<file path="src/rtl/uart.sv">
// ---------------------------------------------------------------------------
// uart -- loopback UART with TX and RX FIFOs.
//
// Frame: start(0), DATA_WIDTH data bits LSB first, even parity, stop(1).
// Each bit lasts SB_TICK oversampling ticks, and one tick occurs every DVSR
// clocks. The serial output feeds the receiver input inside this module, so
// every transmitted word comes back through the RX FIFO.
//
// Ports:
//   UCLK        system clock, rising edge
//   reset       asynchronous, active-low reset
//   W_data      word to transmit, pushed into the TX FIFO when wr_uart=1
//   wr_uart     TX FIFO push request (ignored while tx_full)
//   tx_full     TX FIFO full
//   rd_uart     RX FIFO pop request (ignored while rx_empty)
//   R_data      registered word most recently popped from the RX FIFO
//   rx_empty    RX FIFO empty
//   tx          serial line, idle high
//   parity_err  1 when the last completed frame had a parity mismatch
// ---------------------------------------------------------------------------
`timescale 1ns/1ps

// Small FIFO with registered full/empty flags.
//   clk_i/rst_ni  clock and async active-low reset
//   wr_i/wdata_i  write request and data (dropped while full)
//   rd_i/rdata_o  read request (dropped while empty) and head word
//   full_o/empty_o occupancy flags
module UartFifo #(
  parameter int DW = 8,
  parameter int AW = 2
) (
  input  logic          clk_i,
  input  logic          rst_ni,
  input  logic          wr_i,
  input  logic          rd_i,
  input  logic [DW-1:0] wdata_i,
  output logic [DW-1:0] rdata_o,
  output logic          full_o,
  output logic          empty_o
);
  localparam int DEPTH = 2 ** AW;
  localparam logic [AW-1:0] ONE = AW'(1);

  logic [DW-1:0] mem_q [DEPTH];
  logic [AW-1:0] wptr_q, rptr_q;
  logic          full_q, empty_q;
  logic          wrEn, rdEn;

  assign wrEn    = wr_i & ~full_q;
  assign rdEn    = rd_i & ~empty_q;
  assign rdata_o = mem_q[rptr_q];
  assign full_o  = full_q;
  assign empty_o = empty_q;

  // Flags only move when exactly one side is active; a simultaneous
  // read and write leaves the occupancy unchanged.
  always_ff @(posedge clk_i or negedge rst_ni) begin
    if (!rst_ni) begin
      for (int i = 0; i < DEPTH; i++) mem_q[i] <= '0;
      wptr_q  <= '0;
      rptr_q  <= '0;
      full_q  <= 1'b0;
      empty_q <= 1'b1;
    end else begin
      if (wrEn) begin
        mem_q[wptr_q] <= wdata_i;
        wptr_q        <= wptr_q + ONE;
      end
      if (rdEn) rptr_q <= rptr_q + ONE;
      if (wrEn && !rdEn) begin
        empty_q <= 1'b0;
        full_q  <= ((wptr_q + ONE) == rptr_q);
      end else if (rdEn && !wrEn) begin
        full_q  <= 1'b0;
        empty_q <= ((rptr_q + ONE) == wptr_q);
      end
    end
  end
endmodule

module uart #(
  parameter int DATA_WIDTH = 8,
  parameter int FIFO_AW    = 2,
  parameter int DVSR       = 6,
  parameter int SB_TICK    = 16
) (
  input  logic                  UCLK,
  input  logic                  reset,
  input  logic [DATA_WIDTH-1:0] W_data,
  input  logic                  wr_uart,
  output logic                  tx_full,
  input  logic                  rd_uart,
  output logic [DATA_WIDTH-1:0] R_data,
  output logic                  rx_empty,
  output logic                  tx,
  output logic                  parity_err
);
  localparam int CW = (DVSR > 1) ? $clog2(DVSR) : 1;
  localparam int SW = (SB_TICK > 1) ? $clog2(SB_TICK) : 1;
  localparam int NW = (DATA_WIDTH > 1) ? $clog2(DATA_WIDTH) : 1;
  localparam logic [SW-1:0] LAST_TICK = SW'(SB_TICK - 1);
  localparam logic [SW-1:0] MID_TICK  = SW'(SB_TICK / 2 - 1);
  localparam logic [NW-1:0] LAST_BIT  = NW'(DATA_WIDTH - 1);

  typedef enum logic [2:0] {IDLE, START, DATA, PARITY, STOP} state_e;

  logic [CW-1:0]         baudCnt_q;
  logic                  tick;

  state_e                txState_q, txState_d;
  logic [SW-1:0]         txTick_q, txTick_d;
  logic [NW-1:0]         txBit_q, txBit_d;
  logic [DATA_WIDTH-1:0] txShift_q, txShift_d;
  logic                  txPar_q, txPar_d;
  logic                  tx_q, tx_d;
  logic                  txPop, txEmpty;
  logic [DATA_WIDTH-1:0] txHead;

  state_e                rxState_q, rxState_d;
  logic [SW-1:0]         rxTick_q, rxTick_d;
  logic [NW-1:0]         rxBit_q, rxBit_d;
  logic [DATA_WIDTH-1:0] rxShift_q, rxShift_d;
  logic                  rxParBit_q, rxParBit_d;
  logic                  parityErr_q, parityErr_d;
  logic                  rxPush, rxFull, rxLine;
  logic [DATA_WIDTH-1:0] rxHead, rData_q;

  assign tick       = (baudCnt_q == CW'(DVSR - 1));
  assign rxLine     = tx_q;
  assign tx         = tx_q;
  assign R_data     = rData_q;
  assign parity_err = parityErr_q;

  UartFifo #(.DW(DATA_WIDTH), .AW(FIFO_AW)) u_txFifo (
    .clk_i(UCLK), .rst_ni(reset), .wr_i(wr_uart), .rd_i(txPop),
    .wdata_i(W_data), .rdata_o(txHead), .full_o(tx_full), .empty_o(txEmpty)
  );

  // A completed frame is dropped when the RX FIFO has no room.
  UartFifo #(.DW(DATA_WIDTH), .AW(FIFO_AW)) u_rxFifo (
    .clk_i(UCLK), .rst_ni(reset), .wr_i(rxPush & ~rxFull), .rd_i(rd_uart),
    .wdata_i(rxShift_q), .rdata_o(rxHead), .full_o(rxFull), .empty_o(rx_empty)
  );

  always_ff @(posedge UCLK or negedge reset) begin
    if (!reset) begin
      baudCnt_q   <= '0;
      txState_q   <= IDLE;
      txTick_q    <= '0;
      txBit_q     <= '0;
      txShift_q   <= '0;
      txPar_q     <= 1'b0;
      tx_q        <= 1'b1;
      rxState_q   <= IDLE;
      rxTick_q    <= '0;
      rxBit_q     <= '0;
      rxShift_q   <= '0;
      rxParBit_q  <= 1'b0;
      parityErr_q <= 1'b0;
      rData_q     <= '0;
    end else begin
      baudCnt_q   <= tick ? '0 : baudCnt_q + CW'(1);
      txState_q   <= txState_d;
      txTick_q    <= txTick_d;
      txBit_q     <= txBit_d;
      txShift_q   <= txShift_d;
      txPar_q     <= txPar_d;
      tx_q        <= tx_d;
      rxState_q   <= rxState_d;
      rxTick_q    <= rxTick_d;
      rxBit_q     <= rxBit_d;
      rxShift_q   <= rxShift_d;
      rxParBit_q  <= rxParBit_d;
      parityErr_q <= parityErr_d;
      if (rd_uart && !rx_empty) rData_q <= rxHead;
    end
  end

  // Transmitter. A frame only starts on a tick, so the start bit is exactly
  // SB_TICK ticks long; STOP chains straight into the next START when more
  // words are waiting.
  always_comb begin
    txState_d = txState_q;
    txTick_d  = txTick_q;
    txBit_d   = txBit_q;
    txShift_d = txShift_q;
    txPar_d   = txPar_q;
    txPop     = 1'b0;
    case (txState_q)
      IDLE: if (tick && !txEmpty) begin
        txPop     = 1'b1;
        txShift_d = txHead;
        txPar_d   = ^txHead;
        txTick_d  = '0;
        txState_d = START;
      end
      START: if (tick) begin
        if (txTick_q == LAST_TICK) begin
          txTick_d  = '0;
          txBit_d   = '0;
          txState_d = DATA;
        end else txTick_d = txTick_q + SW'(1);
      end
      DATA: if (tick) begin
        if (txTick_q == LAST_TICK) begin
          txTick_d  = '0;
          txShift_d = {1'b0, txShift_q[DATA_WIDTH-1:1]};
          if (txBit_q == LAST_BIT) txState_d = PARITY;
          else txBit_d = txBit_q + NW'(1);
        end else txTick_d = txTick_q + SW'(1);
      end
      PARITY: if (tick) begin
        if (txTick_q == LAST_TICK) begin
          txTick_d  = '0;
          txState_d = STOP;
        end else txTick_d = txTick_q + SW'(1);
      end
      STOP: if (tick) begin
        if (txTick_q == LAST_TICK) begin
          txTick_d = '0;
          if (!txEmpty) begin
            txPop     = 1'b1;
            txShift_d = txHead;
            txPar_d   = ^txHead;
            txState_d = START;
          end else txState_d = IDLE;
        end else txTick_d = txTick_q + SW'(1);
      end
      default: txState_d = IDLE;
    endcase
    // The line is registered from the next state so it changes together
    // with the state register.
    case (txState_d)
      START:   tx_d = 1'b0;
      DATA:    tx_d = txShift_d[0];
      PARITY:  tx_d = txPar_d;
      default: tx_d = 1'b1;
    endcase
  end

  // Receiver. Half a bit into the start bit the line is re-checked to reject
  // glitches; from then on every bit is sampled at its middle.
  always_comb begin
    rxState_d   = rxState_q;
    rxTick_d    = rxTick_q;
    rxBit_d     = rxBit_q;
    rxShift_d   = rxShift_q;
    rxParBit_d  = rxParBit_q;
    parityErr_d = parityErr_q;
    rxPush      = 1'b0;
    case (rxState_q)
      IDLE: if (!rxLine) begin
        rxTick_d  = '0;
        rxState_d = START;
      end
      START: if (tick) begin
        if (rxTick_q == MID_TICK) begin
          if (!rxLine) begin
            rxTick_d  = '0;
            rxBit_d   = '0;
            rxState_d = DATA;
          end else rxState_d = IDLE;
        end else rxTick_d = rxTick_q + SW'(1);
      end
      DATA: if (tick) begin
        if (rxTick_q == LAST_TICK) begin
          rxTick_d  = '0;
          rxShift_d = {rxLine, rxShift_q[DATA_WIDTH-1:1]};
          if (rxBit_q == LAST_BIT) rxState_d = PARITY;
          else rxBit_d = rxBit_q + NW'(1);
        end else rxTick_d = rxTick_q + SW'(1);
      end
      PARITY: if (tick) begin
        if (rxTick_q == LAST_TICK) begin
          rxTick_d   = '0;
          rxParBit_d = rxLine;
          rxState_d  = STOP;
        end else rxTick_d = rxTick_q + SW'(1);
      end
      STOP: if (tick) begin
        if (rxTick_q == LAST_TICK) begin
          rxTick_d    = '0;
          rxPush      = 1'b1;
          parityErr_d = (^rxShift_q) ^ rxParBit_q;
          rxState_d   = IDLE;
        end else rxTick_d = rxTick_q + SW'(1);
      end
      default: rxState_d = IDLE;
    endcase
  end
endmodule

</file>
<file path="config.mk">
export PLATFORM = sky130hd
export DESIGN_NAME = uart
export DESIGN_NICKNAME = d
export VERILOG_FILES = /design/src/rtl/uart.sv
export SDC_FILE = /design/constraint.sdc
export NUM_CORES = 1
export LEC_CHECK = 0
export ABC_AREA = 1
export CAP_MARGIN = 20
export CELL_PAD_IN_SITES_DETAIL_PLACEMENT = 0
export CELL_PAD_IN_SITES_GLOBAL_PLACEMENT = 1
export CORE_AREA = 2 2 131 133
export CTS_CLUSTER_SIZE = 20
export DETAILED_ROUTE_END_ITERATION = 10
export DIE_AREA = 0 0 133 135
export PLACE_DENSITY_LB_ADDON = 0.1
export SETUP_SLACK_MARGIN = 0.4
export SLEW_MARGIN = 30
export SYNTH_ARGS = -nofsm -noshare
export SYNTH_HDL_FRONTEND = slang
export SYNTH_SLANG_ARGS = --single-unit
</file>
<file path="constraint.sdc">
create_clock -name UCLK -period 4.26 [get_ports UCLK]
set_clock_uncertainty 0.05 [all_clocks]
set_input_delay 0.852 -clock UCLK [delete_from_list [all_inputs] [get_ports UCLK]]
set_output_delay 0.852 -clock UCLK [all_outputs]
set_load 0.1 [all_outputs]
</file>
==> results.py <==
metrics = {
    "place": {
        "globalplace.congestion": 0.7755,
        "port_buffers": 23,
        "placedInstanceArea_sq_um": 6756,
        "dp.cells": 998,
        "place_hpwl_um": 9453,
    },
    "routing": {
        "antenna_left": 0,
        "routedWlPerCell_um": 13.22,
        "drc": 0,
        "drt_iter0_markers": 248,
        "wl_um": 13600,
        "viasPerCell": 4.807,
        "first_pass_iters": 4,
        "vias": 4946,
    },
    "final_layout": {
        "nets": 825,
        "instances_no_fill": 1029,
        "stdcell_area_sq_um": 7323,
        "antenna_cells": 0,
        "fillers": 1654,
        "syn_to_final_growth_pct": 14.81,
        "drive_gt1_share_pct": 8.900,
    },
    "yosys": {
        "ys_ff_latch": 127,
        "avgSynthCellArea_sq_um": 8.241,
        "synthesis.nets": 802,
        "ys_seq_area_share_pct": 49.88,
        "synthCells": 774,
        "synth_cell_types": 42,
        "yosys_warnings": 0,
        "syn_area_sq_um": 6379,
    },
    "critical_path": {
        "worst-path-buf-inv": 1,
        "cp.required_ns": 3.36,
        "critical_path_class": "flip-flop to output port",
        "max_stage_delay_ns": 1.14,
        "crit_path_start_kind": "flip-flop",
        "slowest_stage": "clkdlybuf4s50_1",
        "path_cells": "clkdlybuf4s50_1",
        "cp_max_fo": 5,
        "critical-path-top-delay-family": "buffers and inverters",
        "cp.arrival_ns": 2.11,
        "end_kind": "output port",
    },
    "timing": {
        "relSlewSlack_pct": 34.82,
        "tightest_slew_ns": 0.9747,
        "finalCriticalPeriod_ns": 3.016,
        "setup_tns_ns": 0,
        "rsz0062_at_grt": "no",
        "max_freq_mhz": 331.5,
        "hold_viol_final": 0,
        "period_share_pct": 70.81,
        "finalMaxSlewViolations": 0,
        "final-setup-viol-count": 0,
    },
    "die": {
        "ios": 24,
        "initial_utilization_pct": 38.88,
        "die_h_um": 135,
        "dieArea_sq_um": 17960,
        "fp.coreArea_sq_um": 16410,
        "die_w_um": 133,
        "rows": 47,
    },
    "global_routing": {
        "track_usage_pct": 16.47,
        "grt_pass1_wl_um": 23480,
        "antenna_found_initial": 0,
        "grt_pass1_vias": 4991,
        "grt_overflow": 0,
        "grt_max_degree": 77,
    },
    "clock_tree": {
        "hold_buffers": 0,
        "cts_tree": "yes",
        "clock-root-buffer": "clkbuf_16",
        "cts_resized": 0,
        "clock_tree.buffer_depth": 2,
        "cts.htree.levels": 4,
        "numCtsBuffers": 17,
        "post_cts_buffers": 0,
        "clock_sinks": 127,
        "path_clk_slew_ns": 0.05,
        "clk-insertion-delay-late_ns": 0.41,
    },
    "power_and_ir_drop": {
        "peakVddDrop_v": 0.0003473,
        "power.total_mw": 4.249,
        "power_leakage_nw": 3.637,
        "p_per_area_nw_per_um2": 580.3,
    },
    "status": {
        "status": "complete, no violations",
    },
    "hold_path": {
        "hp-class": "flip-flop to flip-flop",
    },
    "job": {
        "cap_violations": 0,
    },
}
==> state kept, by name, summed over array words and instances (netlist names) <==
| name | cells |
|---|---|
| u_txFifo.full_o | 1 |
| txTick_q | 4 |
| tx | 1 |
| parity_err | 1 |
| u_rxFifo.mem_q | 32 |
| txPar_q | 1 |
| rxBit_q | 3 |
| txState_q | 3 |
| rxParBit_q | 1 |
| txBit_q | 3 |
| u_txFifo.rptr_q | 2 |
| u_rxFifo.rptr_q | 2 |
| baudCnt_q | 3 |
| u_rxFifo.wptr_q | 2 |
| u_rxFifo.full_o | 1 |
| rxState_q | 3 |
| rxShift_q | 8 |
| u_txFifo.empty_o | 1 |
| u_rxFifo.empty_o | 1 |
| R_data | 8 |
| rxTick_q | 4 |
| u_txFifo.mem_q | 32 |
| u_txFifo.wptr_q | 2 |
| txShift_q | 8 |
==> Yosys cell counts (all sizes together) <==
| cell type | instances | share of area, % |
|---|---|---|
| o21ai | 122 | 9.7 |
| a22oi | 5 | 0.67 |
| ha | 16 | 3.1 |
| clkbuf | 7 | 0.41 |
| o2111ai | 2 | 0.27 |
| or2 | 1 | 0.098 |
| o21bai | 1 | 0.12 |
| a21oi | 4 | 0.31 |
| xor2 | 14 | 1.9 |
| buf | 14 | 2.0 |
| dfrtp | 124 | 49 |
| o41ai | 1 | 0.26 |
| inv | 71 | 4.3 |
| o21a | 2 | 0.24 |
| o211ai | 1 | 0.12 |
| o22ai | 2 | 0.20 |
| nor3 | 5 | 0.47 |
| xnor2 | 5 | 0.69 |
| dfstp | 3 | 1.2 |
| nand3 | 32 | 2.8 |
| nor2 | 64 | 4.3 |
| nand2 | 264 | 16 |
| a31oi | 8 | 0.78 |
| a32o | 3 | 0.47 |
| nand4 | 1 | 0.098 |
| o221ai | 2 | 0.27 |
==> final cells by class <==
class / instances / area (sq um) / area share, %
Sequential cell: 127 / 3182 / 43.45
Multi-Input combinational cell: 555 / 2773 / 37.86
Clock buffer: 24 / 481.7 / 6.578
Tap cell: 220 / 275.3 / 3.759
Inverter: 71 / 271.5 / 3.707
Timing Repair Buffer: 25 / 255.2 / 3.485
Clock inverter: 7 / 85.08 / 1.162
==> cells by family after synthesis <==
kind of cell / share of synthesized area, %
xor gates and xnor gates: 2.609
DFF: 49.88
adders and majority gates: 3.138
and+or+nand+nor: 24.26
buffers and inverters: 6.650
AOI/OAI and AO/OA: 13.46
==> metrics by stage <==
stage | utilization (%) | worst slack [ns] | hold slack, ns
6_report | 44.64 | 1.244 | 0.4245
5_1_grt | 44.64 | 1.185 | 0.4576
4_1_cts | 44.64 | 1.214 | 0.4270
3_5_place_dp | 41.18 | 1.662 | 0.4121
3_3_place_gp | 41.18 | 1.675 | 0.4081
2_1_floorplan | - | 2.300 | 0.3928
==> worst reg2reg max path, delay by kind of cell (launching register included) <==
family | cells | cell delay, ns
and+or+nand+nor | 13 | 1.05
DFF | 1 | 0.51
buffers and inverters | 2 | 0.53
==> report_power, final <==
group          switching (mW)  internal (mW)  leakage, nW
registers               0.198           1.45         1.67
clock network           0.494          0.898        0.284
logic                   0.800          0.408         1.68
==> metal layers <==
metal  routed length, um  share of wire, %  global-route usage (%)  vias up
li1                    -                 -                       -     2546
met1                6265                46                   20.09     2333
met2                6738                50                   28.84       58
met3                 468               3.4                   4.167        9
met4                 130              0.96                   4.958        0
met5                   0                 0                       0        -
==> placed cells by master (no fill, tap or decap), types with 2 or more instances in the layout <==
cell and instances:
nand3_2 4, clkbuf_1 4, nand3_1 28, o22ai_1 2
nand2_4 4, o21ai_0 78, nor3_1 4, dfstp_2 3
a32o_1 3, bufinv_16 2, a31oi_1 8, xor2_1 14
o21ai_1 43, o221ai_1 2, nor2_2 2, xnor2_1 5
nand2_1 249, inv_2 10, clkinv_2 5, a22oi_1 4
clkbuf_16 17, nor2_4 2, nand2_2 11, o2111ai_1 2
o21a_1 2, clkdlybuf4s50_1 22, dfrtp_1 124, nor2_1 59
ha_1 16, a21oi_1 4, clkbuf_8 3, buf_4 2
inv_1 60
==> path summary, 6_finish.rpt <==
kind / from / to / slack [ns] / cells after the start
min: txShift_q[0] / txShift_q[0] / 0.42 / 2
min reg2reg: txShift_q[0] / txShift_q[0] / 0.42 / 2
max reg2reg: u_txFifo.rptr_q[0] / tx / 2.05 / 15
max: tx / tx / 1.24 / 1
max in group asynchronous: reset / u_txFifo.empty_o / 2.84 / 2
min in group asynchronous: reset / u_rxFifo.mem_q[20] / 0.43 / 1
No activity file was read; power rests on OpenSTA's default activity.
